[src/rtl/ram_arb_pkg.sv]
// Shared types for the frame-RAM arbiter: bus widths and the read-return tag.
// The tag travels alongside the RAM read so data returns to the requester that asked for it.
package ram_arb_pkg;

  localparam int ADDR_W = 15;
  localparam int DATA_W = 8;

  typedef enum logic {OWN_P0, OWN_P1} owner_t;

  typedef struct packed {
    logic   valid;
    owner_t owner;
    logic   oor;
  } rd_tag_t;

  function automatic logic addr_oor(input logic [31:0] addr, input logic [31:0] depth);
    return addr >= depth;
  endfunction

endpackage

[src/rtl/ram_port_arbiter_if.sv]
// Requester-side bundle of the frame-RAM arbiter: scan-out read port and editor read/write port.
// master = requester logic, slave = arbiter.
interface ram_port_arbiter_if #(
  parameter int ADDR_W = 15,
  parameter int DATA_W = 8
);

  logic              p0_req;
  logic [ADDR_W-1:0] p0_addr;
  logic              p0_gnt;
  logic              p0_rvalid;
  logic [DATA_W-1:0] p0_rdata;

  logic              p1_req;
  logic              p1_we;
  logic [ADDR_W-1:0] p1_addr;
  logic [DATA_W-1:0] p1_wdata;
  logic              p1_gnt;
  logic              p1_rvalid;
  logic [DATA_W-1:0] p1_rdata;

  modport master (
    output p0_req, p0_addr, p1_req, p1_we, p1_addr, p1_wdata,
    input  p0_gnt, p0_rvalid, p0_rdata, p1_gnt, p1_rvalid, p1_rdata
  );

  modport slave (
    input  p0_req, p0_addr, p1_req, p1_we, p1_addr, p1_wdata,
    output p0_gnt, p0_rvalid, p0_rdata, p1_gnt, p1_rvalid, p1_rdata
  );

endinterface

[src/rtl/ram_port_arbiter_rd_tag_pipe.sv]
// Fixed-length shift register of read tags; output appears LEN cycles after input.
// No backpressure: one tag enters every cycle (invalid tags fill idle slots).
module rd_tag_pipe
  import ram_arb_pkg::*;
#(
  parameter int LEN = 2
) (
  input  logic    clk,
  input  logic    rst,
  input  rd_tag_t din,
  output rd_tag_t dout
);

  rd_tag_t [LEN-1:0] stage;

  always_ff @(posedge clk or posedge rst) begin
    if (rst) begin
      stage <= '0;
    end else begin
      stage <= {stage[LEN-2:0], din};
    end
  end

  assign dout = stage[LEN-1];

endmodule

[src/rtl/ram_port_arbiter.sv]
// Fixed-priority arbiter (port 0 first, starvation guard for port 1) in front of a single-port RAM.
// Grants are combinational; RAM inputs registered one cycle later; reads return after 1+RD_LAT cycles.
module ram_port_arbiter #(
  parameter int ADDR_W     = ram_arb_pkg::ADDR_W,
  parameter int DATA_W     = ram_arb_pkg::DATA_W,
  parameter int DEPTH      = 32768,
  parameter int RD_LAT     = 1,
  parameter int MAX_STARVE = 4
) (
  input  logic              clk,
  input  logic              rst,
  ram_port_arbiter_if.slave bus,
  output logic [ADDR_W-1:0] ram_address,
  output logic [DATA_W-1:0] ram_data,
  output logic              ram_wren,
  input  logic [DATA_W-1:0] ram_q
);

  import ram_arb_pkg::*;

  localparam logic [3:0]  MAX_S   = 4'(MAX_STARVE);
  localparam logic [31:0] DEPTH_L = 32'(DEPTH);

  logic              gnt0;
  logic              gnt1;
  logic              p0_oor;
  logic              p1_oor;
  logic [3:0]        starve_cnt;
  rd_tag_t           tag_in;
  rd_tag_t           tag_out;
  logic              p0_hit;
  logic              p1_hit;
  logic [DATA_W-1:0] rd_val;
  logic [DATA_W-1:0] p0_hold;
  logic [DATA_W-1:0] p1_hold;

  assign p0_oor = addr_oor(32'(bus.p0_addr), DEPTH_L);
  assign p1_oor = addr_oor(32'(bus.p1_addr), DEPTH_L);

  // Grants are forced low during reset so every output reads 0 while rst is high.
  always_comb begin
    gnt0 = 1'b0;
    gnt1 = 1'b0;
    if (!rst) begin
      if (bus.p1_req && (!bus.p0_req || starve_cnt == MAX_S)) begin
        gnt1 = 1'b1;
      end else if (bus.p0_req) begin
        gnt0 = 1'b1;
      end
    end
  end

  assign bus.p0_gnt = gnt0;
  assign bus.p1_gnt = gnt1;

  always_ff @(posedge clk or posedge rst) begin
    if (rst) begin
      starve_cnt <= '0;
    end else if (bus.p1_req && gnt0) begin
      if (starve_cnt != MAX_S) begin
        starve_cnt <= starve_cnt + 4'd1;
      end
    end else begin
      starve_cnt <= '0;
    end
  end

  always_ff @(posedge clk or posedge rst) begin
    if (rst) begin
      ram_address <= '0;
      ram_data    <= '0;
      ram_wren    <= 1'b0;
    end else begin
      ram_wren <= gnt1 && bus.p1_we && !p1_oor;
      if (gnt0) begin
        ram_address <= bus.p0_addr;
      end else if (gnt1) begin
        ram_address <= bus.p1_addr;
      end
      if (gnt1 && bus.p1_we) begin
        ram_data <= bus.p1_wdata;
      end
    end
  end

  always_comb begin
    tag_in       = '0;
    tag_in.valid = gnt0 || (gnt1 && !bus.p1_we);
    tag_in.owner = gnt1 ? OWN_P1 : OWN_P0;
    tag_in.oor   = gnt1 ? p1_oor : p0_oor;
  end

  // One extra stage covers the address register in front of the RAM.
  rd_tag_pipe #(
    .LEN (1 + RD_LAT)
  ) u_tag_pipe (
    .clk  (clk),
    .rst  (rst),
    .din  (tag_in),
    .dout (tag_out)
  );

  assign p0_hit = tag_out.valid && (tag_out.owner == OWN_P0);
  assign p1_hit = tag_out.valid && (tag_out.owner == OWN_P1);
  assign rd_val = tag_out.oor ? '0 : ram_q;

  always_ff @(posedge clk or posedge rst) begin
    if (rst) begin
      p0_hold <= '0;
      p1_hold <= '0;
    end else begin
      if (p0_hit) p0_hold <= rd_val;
      if (p1_hit) p1_hold <= rd_val;
    end
  end

  assign bus.p0_rvalid = p0_hit;
  assign bus.p1_rvalid = p1_hit;
  assign bus.p0_rdata  = p0_hit ? rd_val : p0_hold;
  assign bus.p1_rdata  = p1_hit ? rd_val : p1_hold;

endmodule
[src/flat_wrapper.sv]
// flat-port wrapper written by rule: the top's interface ports become plain ports
module ram_port_arbiter_flat import ram_arb_pkg::*;
#(
  parameter int ADDR_W     = ram_arb_pkg::ADDR_W,
  parameter int DATA_W     = ram_arb_pkg::DATA_W,
  parameter int DEPTH      = 32768,
  parameter int RD_LAT     = 1,
  parameter int MAX_STARVE = 4
)
  (clk, rst, ram_address, ram_data, ram_wren, ram_q, bus_p0_req, bus_p0_addr, bus_p1_req, bus_p1_we, bus_p1_addr, bus_p1_wdata, bus_p0_gnt, bus_p0_rvalid, bus_p0_rdata, bus_p1_gnt, bus_p1_rvalid, bus_p1_rdata);
  ram_port_arbiter_if #(.ADDR_W(ADDR_W), .DATA_W(DATA_W)) bus_i ();
  input  logic clk;
  input  logic rst;
  output logic [ADDR_W-1:0] ram_address;
  output logic [DATA_W-1:0] ram_data;
  output logic ram_wren;
  input  logic [DATA_W-1:0] ram_q;
  input wire logic [$bits(bus_i.p0_req)-1:0] bus_p0_req;
  input wire logic [$bits(bus_i.p0_addr)-1:0] bus_p0_addr;
  input wire logic [$bits(bus_i.p1_req)-1:0] bus_p1_req;
  input wire logic [$bits(bus_i.p1_we)-1:0] bus_p1_we;
  input wire logic [$bits(bus_i.p1_addr)-1:0] bus_p1_addr;
  input wire logic [$bits(bus_i.p1_wdata)-1:0] bus_p1_wdata;
  output wire logic [$bits(bus_i.p0_gnt)-1:0] bus_p0_gnt;
  output wire logic [$bits(bus_i.p0_rvalid)-1:0] bus_p0_rvalid;
  output wire logic [$bits(bus_i.p0_rdata)-1:0] bus_p0_rdata;
  output wire logic [$bits(bus_i.p1_gnt)-1:0] bus_p1_gnt;
  output wire logic [$bits(bus_i.p1_rvalid)-1:0] bus_p1_rvalid;
  output wire logic [$bits(bus_i.p1_rdata)-1:0] bus_p1_rdata;
  assign bus_i.p0_req = bus_p0_req;
  assign bus_i.p0_addr = bus_p0_addr;
  assign bus_i.p1_req = bus_p1_req;
  assign bus_i.p1_we = bus_p1_we;
  assign bus_i.p1_addr = bus_p1_addr;
  assign bus_i.p1_wdata = bus_p1_wdata;
  assign bus_p0_gnt = bus_i.p0_gnt;
  assign bus_p0_rvalid = bus_i.p0_rvalid;
  assign bus_p0_rdata = bus_i.p0_rdata;
  assign bus_p1_gnt = bus_i.p1_gnt;
  assign bus_p1_rvalid = bus_i.p1_rvalid;
  assign bus_p1_rdata = bus_i.p1_rdata;
  ram_port_arbiter #(.ADDR_W(ADDR_W), .DATA_W(DATA_W), .DEPTH(DEPTH), .RD_LAT(RD_LAT), .MAX_STARVE(MAX_STARVE)) u_core (.clk(clk), .rst(rst), .bus(bus_i), .ram_address(ram_address), .ram_data(ram_data), .ram_wren(ram_wren), .ram_q(ram_q));
endmodule
[config.mk]
export PLATFORM = sky130hd
export DESIGN_NAME = ram_port_arbiter_flat
export DESIGN_NICKNAME = d
export VERILOG_FILES = /design/src/rtl/ram_arb_pkg.sv /design/src/rtl/ram_port_arbiter_if.sv /design/src/rtl/ram_port_arbiter_rd_tag_pipe.sv /design/src/rtl/ram_port_arbiter.sv /design/src/flat_wrapper.sv
export SDC_FILE = /design/constraint.sdc
export NUM_CORES = 1
export LEC_CHECK = 0
export BUFFER_PORTS_ARGS = -buffer_cell sky130_fd_sc_hd__buf_4
export CORE_MARGIN = 2
export CORE_UTILIZATION = 35
export DETAILED_ROUTE_END_ITERATION = 6
export HOLD_SLACK_MARGIN = 0.08
export SETUP_SLACK_MARGIN = 0.05
export SYNTH_ARGS = -nofsm -noshare
export SYNTH_HDL_FRONTEND = slang
export SYNTH_SLANG_ARGS = --single-unit
[constraint.sdc]
create_clock -name clk -period 7.3 [get_ports clk]
set_clock_uncertainty 0.2 [all_clocks]
set_input_delay 1.46 -clock clk [delete_from_list [all_inputs] [get_ports clk]]
set_output_delay 1.46 -clock clk [all_outputs]
set_load 0.02 [all_outputs]
# After elaboration in Yosys (flattened, before gate mapping)
# Index checks and enable logic that the tools add are counted.
[totals]
register_bits = 48
inputBits = 51
wordCells = 38
[op_classes]
n_addsub = 1
n_eq_ne = 3
muxes = 12
bitwise_logic = 1
reduce_logical = 11
[op_table]
columns = ["op", "count"]
rows = [
  ["two-way mux 15 bit", 2],
  ["two-way mux 8 bit", 2],
  ["two-way mux 4 bit", 2],
  ["logical AND 1 bit", 6],
  ["two-way mux 1 bit", 6],
  ["adder 4 x 1 -> 4 bit (second input constant)", 1],
  ["== test 4 x 3 -> 1 bit (second input constant)", 1],
  ["inequality test 4 x 3 -> 1 bit (second input constant)", 1],
  ["logical NOT 1 bit", 2],
  ["logical OR 1 bit", 2],
  ["inequality test 2 bit (second input constant)", 1],
  ["nonzero test 2 bit", 1],
  ["inverter 1 bit", 1],
]

# Depth between registers and ports, before layout
# Gate-level depths: netlist of run 1.
[depth]
ltp_word = 7
ltp_mapped = 6
mapped_depth_nobuf = 5

# Cells and area by module
# Synthesis of run 1 repeated with hierarchy kept, for this count alone.
[unflattened]
cells_unflattened = 199
area_unflattened_um2 = 2105.8
[by_module_without_submodules]
columns = ["module", "n_inst", "cells_per_inst", "area_each_um2", "seq_area_each_um2"]
rows = [
  ["ram_port_arbiter", 1, 189, 1929.4, 1101.1],
  ["rd_tag_pipe", 1, 10, 176.4, 150.1],
]

# Least setup slack after synthesis of run 1
# No wires, ideal clock.
[synth_timing]
path_kind = "input to output"
start = "input bus_p0_req"
end = "output bus_p1_gnt"
arrival_ns = 2.218
path_slack_ns = 3.422
stages = 3
path_cell_list = "buf_2 -> clkbuf_1 -> a21oi_1"
[synth_via]
elab_chain_len = 5
[synth_rtl]
columns = ["item", "line_no", "source"]
rows = [
  ["start: declaration", "flat_wrapper.sv:18", "input wire logic [$bits(bus_i.p0_req)-1:0] bus_p0_req;"],
  ["logical NOT 1 bit", "ram_port_arbiter.sv:45", "if (bus.p1_req && (!bus.p0_req || starve_cnt == MAX_S)) begin"],
  ["logical OR 1 bit", "ram_port_arbiter.sv:45", ""],
  ["logical AND 1 bit", "ram_port_arbiter.sv:45", ""],
  ["two-way mux 1 bit", "ram_port_arbiter.sv:45", ""],
  ["two-way mux 1 bit", "ram_port_arbiter.sv:44", "if (!rst) begin"],
  ["end: declaration", "flat_wrapper.sv:27", "output wire logic [$bits(bus_i.p1_gnt)-1:0] bus_p1_gnt;"],
]
# Every way passes these cells.

# Final worst setup path of run 1
[layout_timing]
start = "input bus_p1_req"
end = "output bus_p0_gnt"
[layout_via]
elab_chain_len = 3
[layout_rtl]
columns = ["item", "line_no", "source"]
rows = [
  ["start: declaration", "flat_wrapper.sv:20", "input wire logic [$bits(bus_i.p1_req)-1:0] bus_p1_req;"],
  ["logical AND 1 bit", "ram_port_arbiter.sv:45", ""],
  ["two-way mux 1 bit", "ram_port_arbiter.sv:45", ""],
  ["two-way mux 1 bit", "ram_port_arbiter.sv:44", ""],
  ["end: declaration", "flat_wrapper.sv:24", "output wire logic [$bits(bus_i.p0_gnt)-1:0] bus_p0_gnt;"],
]
# Every way passes these cells.

==> results of run 1 <==
==> cell type report <==
| class | instances | area [um2] |
|---|---|---|
| Inverter | 5 | 18.8 |
| Tap cell | 72 | 90.1 |
| Clock inverter | 2 | 35.0 |
| Timing Repair Buffer | 95 | 713 |
| Fill cell | 527 | 2660 |
| Multi-Input combinational cell | 104 | 751 |
| Sequential cell | 48 | 1200 |
| Clock buffer | 6 | 72.6 |
==> synthesized netlist by cell type <==
| master | instances |
|---|---|
| a21oi_1 | 1 |
| clkinv_1 | 1 |
| nand3b_1 | 1 |
| o21a_1 | 1 |
| o211ai_1 | 15 |
| nand4_1 | 15 |
| ha_1 | 2 |
| xor2_1 | 1 |
| nand2b_1 | 1 |
| o21bai_1 | 1 |
| xnor2_1 | 1 |
| inv_1 | 4 |
| clkbuf_1 | 6 |
| o21ba_2 | 1 |
| nand3_1 | 1 |
| nand4b_1 | 1 |
| a211oi_4 | 1 |
| dfrtp_1 | 48 |
| nor2b_1 | 1 |
| mux2_2 | 24 |
| buf_2 | 4 |
| and3_1 | 5 |
| nand2_1 | 31 |
==> worst min-delay path by stage <==
stage / startpoint / to / depth (start not counted)
finish: u_core.u_tag_pipe.stage[2] / u_core.u_tag_pipe.dout[2] / 0
floorplan: u_core.u_tag_pipe.stage[1] / u_core.u_tag_pipe.dout[1] / 0
global placement: u_core.u_tag_pipe.stage[1] / u_core.u_tag_pipe.dout[1] / 0
CTS: u_core.u_tag_pipe.stage[2] / u_core.u_tag_pipe.dout[2] / 0
detailed placement: u_core.u_tag_pipe.stage[2] / u_core.u_tag_pipe.dout[2] / 0
global route: u_core.u_tag_pipe.stage[2] / u_core.u_tag_pipe.dout[2] / 0
==> cell families after synthesis <==
logic type,Yosys count,share of synthesized area [%]
flops,48,59.7
compound gates,20,8.08
simple gates,56,13.7
mux,24,13.4
xor+xnor,2,0.870
buf+inv,15,3.04
fa+ha+maj,2,1.24
==> power by group <==
group / internal, mW / switching [mW]
clock: 0.102 / 0.0849
combinational: 0.103 / 0.112
sequential: 0.308 / 0.0168
==> per-layer routing <==
layer  global-route usage, %  share of wire, %
met5                       0                 0
met1                    19.3                45
met3                    4.52               8.2
met2                    23.4                46
met4                    5.08               1.3
==> worst max-delay path, stage by stage <==
cell and delay [ps]:
buf_4 140, nand4b_1 480, and3_1 750, buf_4 270
==> registers in the layout, summed over array words and instances (netlist names) <==
signal	cells
u_core.p0_hold	8
u_core.ram_address	15
u_core.p1_hold	8
u_core.ram_data	8
u_core.starve_cnt	4
u_core.u_tag_pipe.stage	2
u_core.u_tag_pipe.dout	2
u_core.ram_wren	1
==> impl_metrics.ini, run 1 <==
[worst_setup_path]
start_kind = primary input
end_kind = output pin
rr_startpoint = u_core.starve_cnt[0]
crit_path_max_fanout = 21
startpoint = bus_p1_req
reg2reg_slack_ps = 4790
worstReg2RegEnd = u_core.starve_cnt[1]
reg2reg_depth = 5
endpoint = bus_p0_gnt
path_class = in -> out
cp.required_ps = 5640
cp.arrival_ps = 3100

[die]
initial_core_util_pct = 36.3
io_pins = 95
die-width_um = 79.8
std_cell_rows = 27
coreArea_um2 = 5540
die-area_um2 = 6370
die_h_um = 79.8

[synthesis]
yosysWarnings = 0
synth_nets = 220
avgSynthCellArea_um2 = 12.1
yosys.area.top_type_share_pct = 59.7
syn_inst = 167
seq_area_frac_synth_pct = 59.7
synth_area_leaders = dfrtp_1 (60%), mux2_2 (13%), nand2_1 (5.8%)
synth_top_area_cell = dfrtp_1
ys_types = 23
synth_seq_cells = 48
synth_area_um2 = 2010

[clock_network]
ctsHoldBuffers = 0
cts_buffers = 5
cts_setup_buffers = 0
cts_root_buf = clkbuf_8
ctsResizeCount = 0
clkSlewWorstSetupHoldPaths_ps = 80
cts_tree = yes
cts_sinks = 48
clock_latency_ps = 290
htree_levels = 2
clk_path_buf_depth = 2

[placement]
post-dp-hpwl_um = 3280
dpl_worst_slack_ps = 2520
placed_area_um2 = 2770
routabilityCongestion = 0.735
portBuffers = 94
placed_cells = 324

[sta]
worst_slack_ps = 2540
whs_ps = 158
slew-limit-headroom_pct = 26.0
fin_crit_sh_pct = 65.2
fmax_mhz = 210
setup_viol = 0
maxSlewViolCount = 0
final.setup.tns_ps = 0
tightest_slew_ps = 1110
period_needed_ps = 4760
hold_violations = 0
rsz0062_at_grt = no

[final_layout]
drive_above_1_share_pct = 49.6
final_cells = 332
fin_util_pct = 52.0
stdcell_area_um2 = 2880
syn2layout_area_growth_pct = 43.1
nets = 312
most-common-layout-cells = buf_4 (95), dfrtp_1 (48), nand2_1 (31)
antennaDiodeCount = 0
final_common_cell = buf_4

[global_routing]
grt_pass1_wl_um = 7320
grt_max_degree = 64
grt_pass1_vias = 1573
overflow = 0
antenna_found_initial = 0
grt_usage_pct = 14.8

[power]
power_leakage_nw = 1.39
irDropWorstVdd_mv = 0.0944
power_density_nw_per_um2 = 252
power.total_mw = 0.727

[drt]
wl_per_cell_um = 13.9
drtIter0Drc = 52
wl_um = 4600
drc = 0
dr.pass1.iters = 4
ant_nets = 0
via_count = 1587
vias_per_cell = 4.78

[worst_hold_path]
hp-class = reg -> reg

[run_status]
status = finished clean

[job]
timing.max_cap.violations = 0
No activity file was read; power rests on OpenSTA's default activity.
==> run 2, diff against run 1 <==
==> constraint.sdc (replaced) <==
create_clock -name clk -period 5 [get_ports clk]
set_clock_uncertainty 0.2 [all_clocks]
set_input_delay 1 -clock clk [delete_from_list [all_inputs] [get_ports clk]]
set_output_delay 1 -clock clk [all_outputs]
set_load 0.02 [all_outputs]
==> run 2 against run 1 <==
Combinational power rose by 46%; via count rose by 1.6%; count of clock-buffer cells in the layout did not move; largest cell class unchanged.
==> impl_metrics.ini, run 2 (synthesis results as in run 1) <==
[final_layout]
final_common_cell = buf_4
nets = 313
most-common-layout-cells = buf_4 (96), dfrtp_1 (48), nand2_1 (31)
final_cells = 333
antennaDiodeCount = 0
largest_register_ffs = 15
syn2layout_area_growth_pct = 44.2
multiInputGateArea_um2 = 751
drive_above_1_share_pct = 50.2
nFillCells = 523
register_area_um2 = 1200
regMostFlops = u_core.ram_address

[worst_setup_path]
path_class = in -> out
cp.required_ps = 3800
crit_path_frequent_cell = buf_4
crit_family = simple AND/OR/NAND/NOR gates
worst-path-buf-inv = 2
start_kind = primary input
slowest_delay_ps = 540
end_kind = output pin
path_cells = buf_4, nand4b_1, and3_1, buf_4
crit_slowest_cell = nand4b_1
crit_path_max_fanout = 16
cp.arrival_ps = 2280

[sta]
maxSlewViolCount = 0
slew-limit-headroom_pct = 20.2
final.setup.tns_ps = 0
whs_ps = 157
rsz0062_at_grt = no
period_needed_ps = 3480
hold_violations = 0
fin_crit_sh_pct = 69.7
fmax_mhz = 287
setup_viol = 0
tightest_slew_ps = 1190

[global_routing]
grt_pass1_vias = 1544
grt_pass1_wl_um = 7020
antenna_found_initial = 0
grt_max_degree = 64
grt_usage_pct = 14.0
overflow = 0

[power]
irDropWorstVdd_mv = 0.152
power_leakage_nw = 1.40
power_density_nw_per_um2 = 373

[drt]
vias_per_cell = 4.84
ant_nets = 0
drc = 0
dr.pass1.iters = 4
drtIter0Drc = 62
via_count = 1613
wl_um = 4630
wl_per_cell_um = 13.9

[die]
die-area_um2 = 6370
die_h_um = 79.8
die-width_um = 79.8
std_cell_rows = 27
initial_core_util_pct = 36.3
coreArea_um2 = 5540
io_pins = 95

[clock_network]
cts_root_buf = clkbuf_8
clkSlewWorstSetupHoldPaths_ps = 90
clock_latency_ps = 290
cts_buffers = 5
clk_path_buf_depth = 2
ctsHoldBuffers = 0
htree_levels = 2
cts_tree = yes
ctsResizeCount = 0
cts_setup_buffers = 0
cts_sinks = 48

[placement]
portBuffers = 94
post-dp-hpwl_um = 3220
placed_cells = 325
routabilityCongestion = 0.712

[run_status]
status = finished clean

[job]
timing.max_cap.violations = 0

[worst_hold_path]
hp-class = reg -> reg
## run 2: through the flow
step | total power [mW] | util (%) | area (um2) | worst slack (ps)
floorplan | 0.651 | - | 2010 | 1670
CTS | 1.10 | 52.4 | 2900 | 1490
global placement | 0.798 | 50.2 | 2780 | 1510
global route | 1.14 | 52.4 | 2900 | 1460
detailed placement | 0.802 | 50.2 | 2780 | 1530
finish | 1.08 | 52.4 | 2900 | 1520
## run 2: report_power, final
part,switching (mW),total (mW),internal (mW)
combinational,0.164,0.316,0.152
clock,0.129,0.292,0.164
sequential,0.0235,0.473,0.450
total,0.316,1.08,0.765
## run 2: worst paths after layout
path,start,to,slack [ps],depth (start not counted)
hold / removal,u_core.u_tag_pipe.stage[1],u_core.u_tag_pipe.dout[1],160,0
hold reg to reg,u_core.u_tag_pipe.stage[1],u_core.u_tag_pipe.dout[1],160,0
setup / recovery,bus_p1_req,bus_p0_gnt,1520,4
max in group asynchronous,rst,u_core.p1_hold[5],3350,3
setup reg to reg,u_core.starve_cnt[0],u_core.starve_cnt[1],2620,6
min in group asynchronous,rst,u_core.ram_address[13],740,3
## run 2: layout make-up
| class | instances | area share (%) |
|---|---|---|
| Clock buffer | 6 | 2.84 |
| Clock inverter | 2 | 1.34 |
| Inverter | 5 | 0.647 |
| Multi-Input combinational cell | 104 | 25.9 |
| Sequential cell | 48 | 41.4 |
| Tap cell | 72 | 3.10 |
| Timing Repair Buffer | 96 | 24.8 |
## run 2: routing by layer
| metal | vias up | share of wire [%] | GRT usage [%] | routed length (um) |
|---|---|---|---|---|
| met3 | 2 | 7.6 | 4.52 | 353 |
| met2 | 65 | 47 | 23.4 | 2180 |
| met1 | 772 | 45 | 17.8 | 2080 |
| li1 | 774 | - | - | - |
| met4 | 0 | 0.22 | 3.05 | 10 |
| met5 | - | 0 | 0 | 0 |
